<file path="src/rtl/pkt_merge_arbiter.sv">
// Two-input round-robin packet merge arbiter with optional grant lock and a
// single registered output slot (1 packet per cycle sustained).
module pkt_merge_arbiter #(
    parameter int PW       = 38,
    parameter int LOCK_BIT = 37
) (
    input  logic          CP,
    input  logic          MR,
    input  logic [PW-1:0] PACKET_IN_a,
    input  logic          Send_in_a,
    output logic          Ack_out_a,
    input  logic [PW-1:0] PACKET_IN_b,
    input  logic          Send_in_b,
    output logic          Ack_out_b,
    output logic [PW-1:0] PACKET_OUT,
    output logic          Send_out,
    input  logic          Ack_in,
    output logic          Lock_active
);

    typedef enum logic [1:0] {
        LOCK_NONE = 2'd0,
        LOCK_A    = 2'd1,
        LOCK_B    = 2'd2
    } lock_t;

    typedef enum logic {
        SRC_A = 1'b0,
        SRC_B = 1'b1
    } src_t;

    lock_t lock;
    src_t  last_grant;
    logic  grant_a;
    logic  grant_b;
    logic  space;

    // Output slot can take a packet when empty or being drained this cycle.
    assign space = ~Send_out | Ack_in;

    // Grant selection: a held lock pins the grant; otherwise round-robin on ties.
    always_comb begin
        grant_a = 1'b0;
        grant_b = 1'b0;
        case (lock)
            LOCK_A: grant_a = 1'b1;
            LOCK_B: grant_b = 1'b1;
            default: begin
                if (Send_in_a && !Send_in_b) begin
                    grant_a = 1'b1;
                end else if (Send_in_b && !Send_in_a) begin
                    grant_b = 1'b1;
                end else if (Send_in_a && Send_in_b) begin
                    if (last_grant == SRC_B) grant_a = 1'b1;
                    else                     grant_b = 1'b1;
                end
            end
        endcase
    end

    assign Ack_out_a = ~MR & Send_in_a & grant_a & space;
    assign Ack_out_b = ~MR & Send_in_b & grant_b & space;

    // Output slot, lock and round-robin state.
    always_ff @(posedge CP) begin
        if (MR) begin
            PACKET_OUT <= '0;
            Send_out   <= 1'b0;
            lock       <= LOCK_NONE;
            last_grant <= SRC_B;
        end else if (Ack_out_a) begin
            PACKET_OUT <= PACKET_IN_a;
            Send_out   <= 1'b1;
            last_grant <= SRC_A;
            lock       <= PACKET_IN_a[LOCK_BIT] ? LOCK_A : LOCK_NONE;
        end else if (Ack_out_b) begin
            PACKET_OUT <= PACKET_IN_b;
            Send_out   <= 1'b1;
            last_grant <= SRC_B;
            lock       <= PACKET_IN_b[LOCK_BIT] ? LOCK_B : LOCK_NONE;
        end else if (Ack_in) begin
            Send_out   <= 1'b0;
        end
    end

    assign Lock_active = (lock != LOCK_NONE);

endmodule

</file>
<file path="config.mk">
export PLATFORM = sky130hd
export DESIGN_NAME = pkt_merge_arbiter
export DESIGN_NICKNAME = d
export VERILOG_FILES = /design/src/rtl/pkt_merge_arbiter.sv
export SDC_FILE = /design/constraint.sdc
export NUM_CORES = 1
export LEC_CHECK = 0
export BUFFER_PORTS_ARGS = -buffer_cell sky130_fd_sc_hd__buf_2
export CORE_MARGIN = 4
export CORE_UTILIZATION = 48
export CTS_BUF_LIST = sky130_fd_sc_hd__clkbuf_2
export CTS_CLUSTER_SIZE = 12
export DETAILED_ROUTE_END_ITERATION = 10
export GPL_ROUTABILITY_DRIVEN = 0
export PLACE_DENSITY = 0.95
export SYNTH_ARGS = -nofsm -noshare
export SYNTH_HDL_FRONTEND = slang
export SYNTH_SLANG_ARGS = --single-unit
</file>
<file path="constraint.sdc">
create_clock -name CP -period 4.22 [get_ports CP]
set_input_delay 0.211 -clock CP [delete_from_list [all_inputs] [get_ports CP]]
set_output_delay 0.211 -clock CP [all_outputs]
set_load 0.01 [all_outputs]
</file>
* Word-level counts from Yosys, hierarchy flattened
Cells that the tools add are included.
Word-level totals: bits in registers 42, input bits 81, output and inout port bits 42, logic and storage cells 44
Cells by class: equality and inequality tests 2, multiplexer cells 21, bitwise logic cells 9, reductions and logical operators 8
Operators with widths (count):
- $mux W38 | 2
- $mux W1 | 14
- $and A1 B1 Y1 | 6
- $mux W2 | 3
- $pmux W1 S2 | 2
- $reduce_bool A2 Y1 | 2
- $logic_and A1 B1 Y1 | 3
- $reduce_bool A3 Y1 | 1
- $eq A2 B1 Y1 const B | 1
- $eq A2 B2 Y1 const B | 1
- $logic_not A1 Y1 | 2
- $not A1 Y1 | 2
- $or A1 B1 Y1 | 1

* Depth between registers and ports, before layout
depth in word-level cells 9, gate-level depth with buffers 8, mapped depth without buffers 7

* Least setup slack after synthesis
OpenSTA, ideal clock, no wires.
path type flip-flop to flip-flop, start point register lock[0], end point register PACKET_OUT[0], data arrival time 1610 ps, setup slack 2520 ps, stages on the path, launching flop included 8, buffers on the path 1, clock period less this slack 1700 ps, cells stage by stage dfxtp_1 inv_1 ha_1 nand3b_1 nand4b_1 clkbuf_1 o21ai_0 a311oi_1
On the way: cells in the longest elaborated chain, start to end 5
RTL lines:
- from (decl) | line 32 | lock_t lock;
- from (signal assigned) | line 75 | lock <= PACKET_IN_a[LOCK_BIT] ? LOCK_A : LOCK_NONE;
- from (signal assigned) | line 80 | lock <= PACKET_IN_b[LOCK_BIT] ? LOCK_B : LOCK_NONE;
- $eq A2 B2 Y1 or $eq A2 B1 Y1 (tied branches) | line 45 | case (lock)
- $pmux W1 S2 | line 45
- $and A1 B1 Y1 (on tied branches) (2 in series) | line 61, 62
- $mux W38 or $reduce_bool A2 Y1 (tied branches)
- to (signal assigned) | line 72 | PACKET_OUT <= PACKET_IN_a;
- to (signal assigned) | line 77 | PACKET_OUT <= PACKET_IN_b;
- to (decl) | line 15 | output logic [PW-1:0] PACKET_OUT,
Several ways; a longest one is shown, not always the timed one. A chain may end at the register's enable or synchronous reset.

* Worst setup path after layout
start point register lock[1], end point output Ack_out_b
On the way: cells in the longest elaborated chain, start to end 4
RTL lines:
- $eq A2 B2 Y1 or $eq A2 B1 Y1 (tied branches) | line 45
- $pmux W1 S2 * | line 45
- $and A1 B1 Y1 * (2 in series) | line 62 | assign Ack_out_b = ~MR & Send_in_b & grant_b & space;
- to (decl) | line 14 | output logic Ack_out_b,
Every way passes the cells marked *; elsewhere a longest branch is shown, timed or not.

==> metrics <==
Pwr per Cell Area 324 nW/um^2; reg2reg end PACKET_OUT[24]; fmax 0.352 GHz; synthesized area 2040 sq um; clock buffer depth 2; post-placement cell area 2610 sq um; final-report hold violation count 0; Setup crit end Ack_out_b; All-Layer GR Usage 23.3%; # DRC 0; Finish-stage setup viols 0; area grow syn2layout 30.0%; CP Data Arrival Time 2.63 ns; via-per-instance ratio 5.80; Cell Int Power 577 uW; Die Ht 73.2 um; clk slew on worst S/H paths 0.19 ns; hold buffer count at CTS 0; Place WS 1.69 ns; Die Area 5360 sq um; post-synthesis cell type count 23; EDFF count, synth 0; Worst setup SP type flop; Finished Cell Area 2650 sq um; LEAKAGE 1.19 nW; Slew Limit Fails 0; Max-Cap Viols 0; logic gate share of total power 27.4%; maximum resistive drop on vdd 0.199 mV; DR WL/cell 15.4 um; Final WS setup 1.38 ns; Std-Cell Rows 23; port bufs 122; syn_nets 335; ANT cells 0; filler instances 336; Worst Path Class, Setup flop to output pin; Hold Crit Class input port to flop; status completed; syn avg cell area 8.13 sq um; depth of the most critical reg-to-reg path 6; Die W 73.2 um; RR Startpoint lock[0]; CP Data Required Time 4.01 ns; Starting DRT DRC Count 211; top cell type's share of synthesized area 41.2%; post-CTS sizing 0; TritonCTS clock tree yes; core area 4060 sq um; Min Clock Period, post-route 2.84 ns; largest cells by area after synthesis dfxtp_1 (41%), a311oi_1 (16%), o21ai_0 (9.6%); share of cells above drive strength 1 38.5%; synthesis-stage register bit count 42; Synth async-reset ratio 0%; routed vias 2355; CP Max Fanout 23; worst setup path startpoint lock[1]; Main synth FF type dfxtp_1; crit share post-route 67.3%; Setup crit end kind output pin; DP HPWL 4330 um; RSZ-0062 raised after global routing false; Worst-Margin Slew 0.875 ns; Final ANT Viol Nets 0; Switching Power 283 uW; worst skew pair latency 0.40 ns; Max Clock Skew 0.0105 ns; relative max-transition margin 41.6%; DR pass1 iterations 4; largest area contributor in the synthesized netlist dfxtp_1; setup bufs post-CTS 0; Overflow after GRT 0; cells after synthesis 251; initial antenna violation count 0; Yosys warning count 0; vias in the first global route 2265; TNS Setup 0 ns; Reg2Reg Setup Slack 1.67 ns; layout net count 439; largest net degree at the start of global routing 46; Clk pwr share 19.5%; switching portion of total power 32.9%; Hold Startpoint PACKET_IN_a[37]; clock net sink count 42; first-pass GRT wire length 9930 um; num ports 123; root buf cell clkbuf_2; Num CTS Buffers 5; register area share after synthesis 41.2%; Initial Util 50.3%; final WL 6240 um; share of power burned in registers 53.1%; CTS H-Tree Depth 2
## cells in the mapped netlist, types with 2 or more instances
library cell,count
buf_2,4
nor2b_1,2
inv_1,4
nand2b_1,4
buf_6,4
ha_1,3
nand3_1,38
clkbuf_1,21
a311oi_1,37
o21ai_0,39
a21oi_1,4
dfxtp_1,42
nor2_1,39
## cell families (layout without fill, tap and decap cells)
kind of cell	after synthesis	in the layout	share of synthesized area, %
AOI/OAI and AO/OA	85	85	29.0
adders and majority gates	3	3	1.84
buffers and inverters	34	139	8.15
DFF	42	42	41.2
and+or+nand+nor	87	87	19.8
## per-stage QoR
stage	std cells	util (%)	total power [mW]	hold slack, ns
finish	406	65.4	0.859	0.0401
global route	406	65.4	0.907	0.0217
CTS	406	65.4	0.864	0.0262
detailed placement	398	64.4	0.699	0.477
global placement	398	64.4	0.693	0.477
floorplan	251	-	0.599	0.347
## routing by layer
metal / wire length [um] / vias to the layer above / GRT usage [%]
met2: 3010 / 129 / 39.4
li1: - / 1139 / -
met5: 0 / - / 0
met1: 2470 / 1079 / 27.4
met4: 78 / 0 / 9.43
met3: 683 / 8 / 7.02
## power groups by stage
stage	Sequential [mW]	Combinational [mW]	Clock, mW
detailed placement	0.464	0.235	0
finish	0.456	0.235	0.168
floorplan	0.482	0.117	0
global route	0.461	0.260	0.186
global placement	0.464	0.229	0
CTS	0.456	0.236	0.172
## worst min-delay path by stage
stage	end	slack [ns]	cells past startpoint
finish	lock[0]	0.04	3
global route	PACKET_OUT[31]	0.02	3
global placement	lock[0]	0.48	3
floorplan	lock[0]	0.35	2
detailed placement	lock[0]	0.48	3
CTS	lock[0]	0.03	3
## placed cells by master, fill, tap and decap left out
cell       count
a211oi_1       1
o211ai_1       1
o21ai_0       39
dfxtp_1       42
clkbuf_2       6
nand3_1       38
nand2b_1       4
a21oi_1        4
inv_1          4
a311oi_1      37
o21bai_1       1
nor2_1        39
a311oi_2       1
buf_2        122
clkinv_2       1
nand4b_1       1
o2111ai_4      1
nand3b_1       1
clkinv_1       1
and4b_1        1
ha_1           3
nand2_1        1
nor2b_1        1
buf_4          5
nor2b_2        1
## worst max-delay path, stage by stage (launching register included)
cell and delay (ns):
dfxtp_1 0.40, inv_1 0.08, ha_1 0.39, nand3b_1 0.15
nand4b_1 0.53, buf_4 0.44, nor2_1 0.10, buf_2 0.13
## registers in the layout (all words and copies together) (netlist names)
signal	count
lock	2
last_grant	1
PACKET_OUT	38
Send_out	1
## cell type report
cell class | instances | area [sq um] | area share [%]
repair buffers | 127 | 648 | 24.4
inverters | 4 | 15.0 | 0.566
flip-flops and latches | 42 | 841 | 31.7
well taps | 50 | 62.6 | 2.36
clock buffers | 6 | 30.0 | 1.13
clock inverters | 2 | 8.76 | 0.330
multi-input cells | 175 | 1050 | 39.5
(Power assumes the default switching activity.)
